`config.mk`:
```
export PLATFORM = sky130hd
export DESIGN_NAME = dds_phase_gen
export DESIGN_NICKNAME = d
export VERILOG_FILES = /design/src/rtl/dds_pkg.sv /design/src/rtl/dds_phase_lfsr.sv /design/src/rtl/dds_phase_gen.sv
export SDC_FILE = /design/constraint.sdc
export NUM_CORES = 1
export LEC_CHECK = 0
export CORE_MARGIN = 1.5
export CORE_UTILIZATION = 52
export CTS_CLUSTER_DIAMETER = 60
export DETAILED_ROUTE_END_ITERATION = 12
export GPL_ROUTABILITY_DRIVEN = 0
export PLACE_DENSITY = 0.78
export SETUP_SLACK_MARGIN = 0.5
export SLEW_MARGIN = 25
export SYNTH_ARGS = -nofsm -noshare
export SYNTH_HDL_FRONTEND = slang
export SYNTH_SLANG_ARGS = --single-unit
```
`constraint.sdc`:
```
create_clock -name clk -period 3.8 [get_ports clk]
set_clock_uncertainty 0.1 [all_clocks]
set_input_delay 1.14 -clock clk [delete_from_list [all_inputs] [get_ports clk]]
set_output_delay 1.14 -clock clk [all_outputs]
set_load 0.02 [all_outputs]
```
`src/rtl/dds_pkg.sv`:
```
// Shared types and constants for the DDS phase generator.
// The dither LFSR constants are only used when DDS_PHASE_DITHER_EN is defined.
package dds_pkg;

    typedef enum logic [1:0] {
        IDLE  = 2'd0,
        RUN   = 2'd1,
        SWEEP = 2'd2,
        STOP  = 2'd3
    } dds_state_t;

    localparam int          LFSR_W    = 16;
    localparam logic [15:0] LFSR_SEED = 16'hACE1;
    // Fibonacci taps 16,14,13,11 expressed as bit positions 15,13,12,10
    localparam logic [15:0] LFSR_TAPS = 16'hB400;

    localparam int CFG_PHASE_DW = 16;
    localparam int CFG_STEP_DW  = 16;
    localparam int CFG_COUNT_DW = 16;

    // freq sweeps and len counts down during operation; step and offset stay fixed
    typedef struct packed {
        logic [CFG_PHASE_DW-1:0] freq;
        logic [CFG_STEP_DW-1:0]  step;
        logic [CFG_COUNT_DW-1:0] len;
        logic [CFG_PHASE_DW-1:0] offset;
    } dds_cfg_t;

endpackage

```
`src/rtl/dds_phase_lfsr.sv`:
```
// 16-bit Fibonacci LFSR supplying phase dither; advances once per taken sample.
module dds_phase_lfsr
    import dds_pkg::*;
(
    input  logic              clk,
    input  logic              reset,
    input  logic              advance,
    output logic [LFSR_W-1:0] state,
    output logic [LFSR_W-1:0] state_next
);

    assign state_next = {state[LFSR_W-2:0], ^(state & LFSR_TAPS)};

    always_ff @(posedge clk or posedge reset) begin
        if (reset) begin
            state <= LFSR_SEED;
        end else if (advance) begin
            state <= state_next;
        end
    end

endmodule

```
`src/rtl/dds_phase_gen.sv`:
```
// Phase accumulator / NCO with linear sweep, phase offset and AXI-stream output.
// Optional LSB dither enabled by defining DDS_PHASE_DITHER_EN.
module dds_phase_gen
    import dds_pkg::*;
#(
    parameter int PHASE_DW  = CFG_PHASE_DW,
    parameter int STEP_DW   = CFG_STEP_DW,
    parameter int COUNT_DW  = CFG_COUNT_DW,
    parameter int DITHER_DW = 4
) (
    input  logic                clk,
    input  logic                reset,
    input  logic                enable,
    input  logic                cfg_valid,
    output logic                cfg_ready,
    input  logic [PHASE_DW-1:0] cfg_freq,
    input  logic [STEP_DW-1:0]  cfg_freq_step,
    input  logic [COUNT_DW-1:0] cfg_sweep_len,
    input  logic [PHASE_DW-1:0] cfg_phase_offset,
    output logic [PHASE_DW-1:0] m_axis_phase_tdata,
    output logic                m_axis_phase_tvalid,
    input  logic                m_axis_phase_tready,
    output logic                busy,
    output logic                sweep_done
);

    dds_state_t          state;
    dds_cfg_t            cfg;
    dds_cfg_t            new_cfg;
    dds_cfg_t            start_cfg;
    logic [PHASE_DW-1:0] acc;
    logic [PHASE_DW-1:0] start_acc;
    logic [PHASE_DW-1:0] acc_adv;
    logic [PHASE_DW-1:0] step_ext;
    logic [PHASE_DW-1:0] dither_cur;
    logic [PHASE_DW-1:0] dither_nxt;
    logic                take;
    logic                sweeping;
    logic                last_step;

    assign take      = m_axis_phase_tvalid & m_axis_phase_tready;
    assign sweeping  = (cfg.len != '0);
    assign last_step = (cfg.len == CFG_COUNT_DW'(1));
    assign acc_adv   = acc + cfg.freq;
    assign step_ext  = PHASE_DW'(signed'(cfg.step));
    assign cfg_ready = (state == IDLE);
    assign busy      = (state != IDLE);

    assign new_cfg = '{freq: cfg_freq, step: cfg_freq_step, len: cfg_sweep_len, offset: cfg_phase_offset};

    // A config beat and enable in the same IDLE cycle start from the new values
    always_comb begin
        start_cfg = cfg;
        start_acc = acc;
        if (cfg_valid) begin
            start_cfg = new_cfg;
            start_acc = '0;
        end
    end

`ifdef DDS_PHASE_DITHER_EN
    logic [LFSR_W-1:0] lfsr_state;
    logic [LFSR_W-1:0] lfsr_next;

    dds_phase_lfsr u_lfsr (
        .clk        (clk),
        .reset      (reset),
        .advance    (take),
        .state      (lfsr_state),
        .state_next (lfsr_next)
    );

    assign dither_cur = PHASE_DW'(lfsr_state[DITHER_DW-1:0]);
    assign dither_nxt = PHASE_DW'(lfsr_next[DITHER_DW-1:0]);
`else
    assign dither_cur = '0;
    assign dither_nxt = '0;
`endif

    always_ff @(posedge clk or posedge reset) begin
        if (reset) begin
            state               <= IDLE;
            cfg                 <= '0;
            acc                 <= '0;
            m_axis_phase_tdata  <= '0;
            m_axis_phase_tvalid <= 1'b0;
            sweep_done          <= 1'b0;
        end else begin
            sweep_done <= 1'b0;
            if (state == IDLE) begin
                if (cfg_valid) begin
                    cfg <= new_cfg;
                    acc <= '0;
                end
                if (enable) begin
                    state               <= (start_cfg.len != '0) ? SWEEP : RUN;
                    m_axis_phase_tvalid <= 1'b1;
                    m_axis_phase_tdata  <= start_acc + start_cfg.offset + dither_cur;
                end
            end else if (take) begin
                // A non-zero count means sweep updates are still due, including in STOP
                acc <= acc_adv;
                if (sweeping) begin
                    cfg.freq <= cfg.freq + step_ext;
                    cfg.len  <= cfg.len - 1'b1;
                    if (last_step) begin
                        sweep_done <= 1'b1;
                    end
                end
                if (state == STOP) begin
                    m_axis_phase_tvalid <= 1'b0;
                    state               <= IDLE;
                end else begin
                    m_axis_phase_tdata <= acc_adv + cfg.offset + dither_nxt;
                    if (!enable) begin
                        state <= STOP;
                    end else if (sweeping && last_step) begin
                        state <= RUN;
                    end
                end
            end else if (state != STOP && !enable) begin
                state <= STOP;
            end
        end
    end

endmodule

```
==> impl_metrics.ini <==
[finish]
final-seq-area_um2 = 2502
fill_cells = 1149
drive_gt1_share_pct = 17.68
antenna-diode-count = 0
fin_util_pct = 68.69
multi_input_area_um2 = 5364
final_common_cell = nand2_1
area_growth_pct = 29.76
post-route-cell-area_um2 = 9908
mostFrequentLayoutCells = nand2_1, dfrtp_1, clkdlybuf4s50_1
fin_nets = 1177

[synthesis]
synth.area.top_cells = dfrtp_1, ha_1, nand2_1, a21oi_1, o21ai_0
synth_cells = 903
yosys.area.top_type = dfrtp_1
ys_types = 63
ys.flop_type = dfrtp_1
synth-edff-count = 0
syn_nets = 1044
synth_seq_area_share_pct = 32.77
yosysWarnings = 0
synthArstFlopShare_pct = 100.0
ys_seq_elements = 100
syn-mean-instance-area_um2 = 8.456
yosys.area.top_type_share_pct = 32.77
syn_area_um2 = 7636

[route]
antenna_left = 0
post-route-drc-count = 0
first_pass_iters = 5
drt_wl_total_mm = 20.86
drtIter0Drc = 442
dr_total_vias = 7118
wire_per_inst_um = 17.03
vias_per_cell = 5.811

[floorplanning]
dieHeight_um = 124.2
die_w_um = 124.2
row_count = 44
coreArea_um2 = 14420
io_pins = 89
die_area_um2 = 15420
initial_core_util_pct = 52.94

[sta]
rsz0062_at_grt = yes
maxSlewHeadroom_pct = 59.88
slew_violations = 0
setup_violations = 0
worst_pin_slew_ps = 601.8
hold_viol = 0
final.period_utilization_pct = 98.18
whs_ps = 377.7
fmax_ghz = 0.2680
post-route-min-period_ps = 3731

[status]
status = completed

[grt]
grt_usage_pct = 27.64
grt_pass1_vias = 6874
grt_pass1_wl_mm = 33.13
grt_max_degree = 101
antenna_found_initial = 0
grt_overflow = 0

[power]
leakage_uw = 0.004703
power_density_nw_per_um2 = 253.5
peakVddDrop_mv = 0.2292
total_power_uw = 2511

[clock_tree]
clkSinkCount = 100
cts_buffers = 9
cts.clk_slew.worst_paths_ps = 80
cts_tree = yes
clock_path_buffers = 2
ctsHtreeMaxLevel = 3
ctsHoldBuffers = 0
cts_root_buf = clkbuf_16
clk_latency_ps = 370

[min_path]
hp-start = m_axis_phase_tdata[2]
holdCritPathClass = reg -> reg

[setup_path]
critical_path_class = reg -> reg
cp-start-kind = flip-flop
critPathMaxFanout = 3
reg2reg_from = acc[0]
critPathMaxStageDelay_ps = 410
end_kind = flip-flop
worstPathCellList = ha_2 -> fa_2 -> a21o_1 -> a21oi_2 -> o21bai_1 -> a21oi_2 -> o21bai_4 -> a211oi_2 -> o21bai_1 -> xor2_1 -> ha_1 -> nor2b_4 -> a41oi_4 -> a21oi_2 -> xnor3_1 -> a21oi_2 -> a21oi_1
crit_top_cell = a21oi_2
critical_path.startpoint = acc[0]
slowest_stage = ha_1
required_ps = 3950
arrival_ps = 3880

[placement]
post-dp-hpwl_mm = 14.62
portBuffers = 88
placed_area_um2 = 9110

[job]
maxCapViolCount = 0
## Yosys cell counts, types with 24 or more instances
| cell | number |
|---|---|
| nor2_1 | 52 |
| nor3_1 | 26 |
| dfrtp_1 | 100 |
| a21oi_1 | 75 |
| clkbuf_1 | 27 |
| inv_1 | 25 |
| xnor2_1 | 34 |
| mux2i_1 | 25 |
| nor2b_1 | 24 |
| o21ai_0 | 61 |
| nand2_1 | 163 |
| ha_1 | 68 |
## timing repair
action,4_1_cts,5_1_grt
pin swaps,31,9
buffers inserted,14,1
resized for setup,54,32
endpoints found under the setup margin,9,11
## state kept, by name, indices dropped and copies added (netlist names)
signal	cells
acc	16
cfg	48
m_axis_phase_tdata	16
m_axis_phase_tvalid	1
state	2
step_ext	16
sweep_done	1
## critical path: cells and delay by family (launching register included)
kind | cells | cell delay [ps]
and+or+nand+nor | 1 | 210
DFF | 1 | 400
adders and majority gates | 3 | 940
AOI/OAI and AO/OA | 11 | 1530
xor gates and xnor gates | 2 | 440
## where the power goes
group          total (uW)  leakage [uW]  internal (uW)  switching (uW)
combinational         449       0.00323            231             218
clock                 936      0.000143            477             459
sequential           1130       0.00133           1090            33.9
## layout make-up
class	count	area share, %
multi-input cells	743	54.14
flip-flops and latches	100	25.26
well taps	184	2.324
inverters	26	1.023
clock buffers	10	2.412
repair buffers	156	14.28
clock inverters	6	0.5683
## through the flow
stage | instances | setup TNS (ps) | worst slack, ps
6_report | 1225 | 0 | 69.17
5_1_grt | 1225 | -118.5 | -97.64
4_1_cts | 1224 | 0 | 201.9
3_5_place_dp | 1194 | -981.6 | -286.6
3_3_place_gp | 1194 | -698.3 | -230.0
2_1_floorplan | 903 | -72.94 | -72.94
## logic make-up after synthesis
kind of cell	count (synthesis)	synth area share, %
AO/OA/AOI/OAI	241	19.42
flip-flops	100	32.77
multiplexers	41	5.637
buffers and inverters	60	3.031
AND/OR/NAND/NOR	332	20.24
adder cells (fa/ha/maj)	72	12.19
XOR/XNOR	57	6.718
## worst paths after layout
check | to | slack (ps) | cells after the start
max | m_axis_phase_tdata[15] | 70 | 17
min | m_axis_phase_tdata[2] | 380 | 2
max reg2reg | m_axis_phase_tdata[15] | 70 | 17
min reg2reg | m_axis_phase_tdata[2] | 380 | 2
max in group asynchronous | cfg[13] | 2010 | 3
min in group asynchronous | step_ext[12] | 1180 | 3
## per-layer routing
metal | vias to the layer above | GRT usage, % | wire length, um
li1 | 3497 | - | -
met1 | 3367 | 35.87 | 9103
met2 | 209 | 45.84 | 10070
met3 | 45 | 5.266 | 1062
met4 | 0 | 10.23 | 619
met5 | - | 0 | 0
Note: power is estimated with default switching activity, not from simulation.
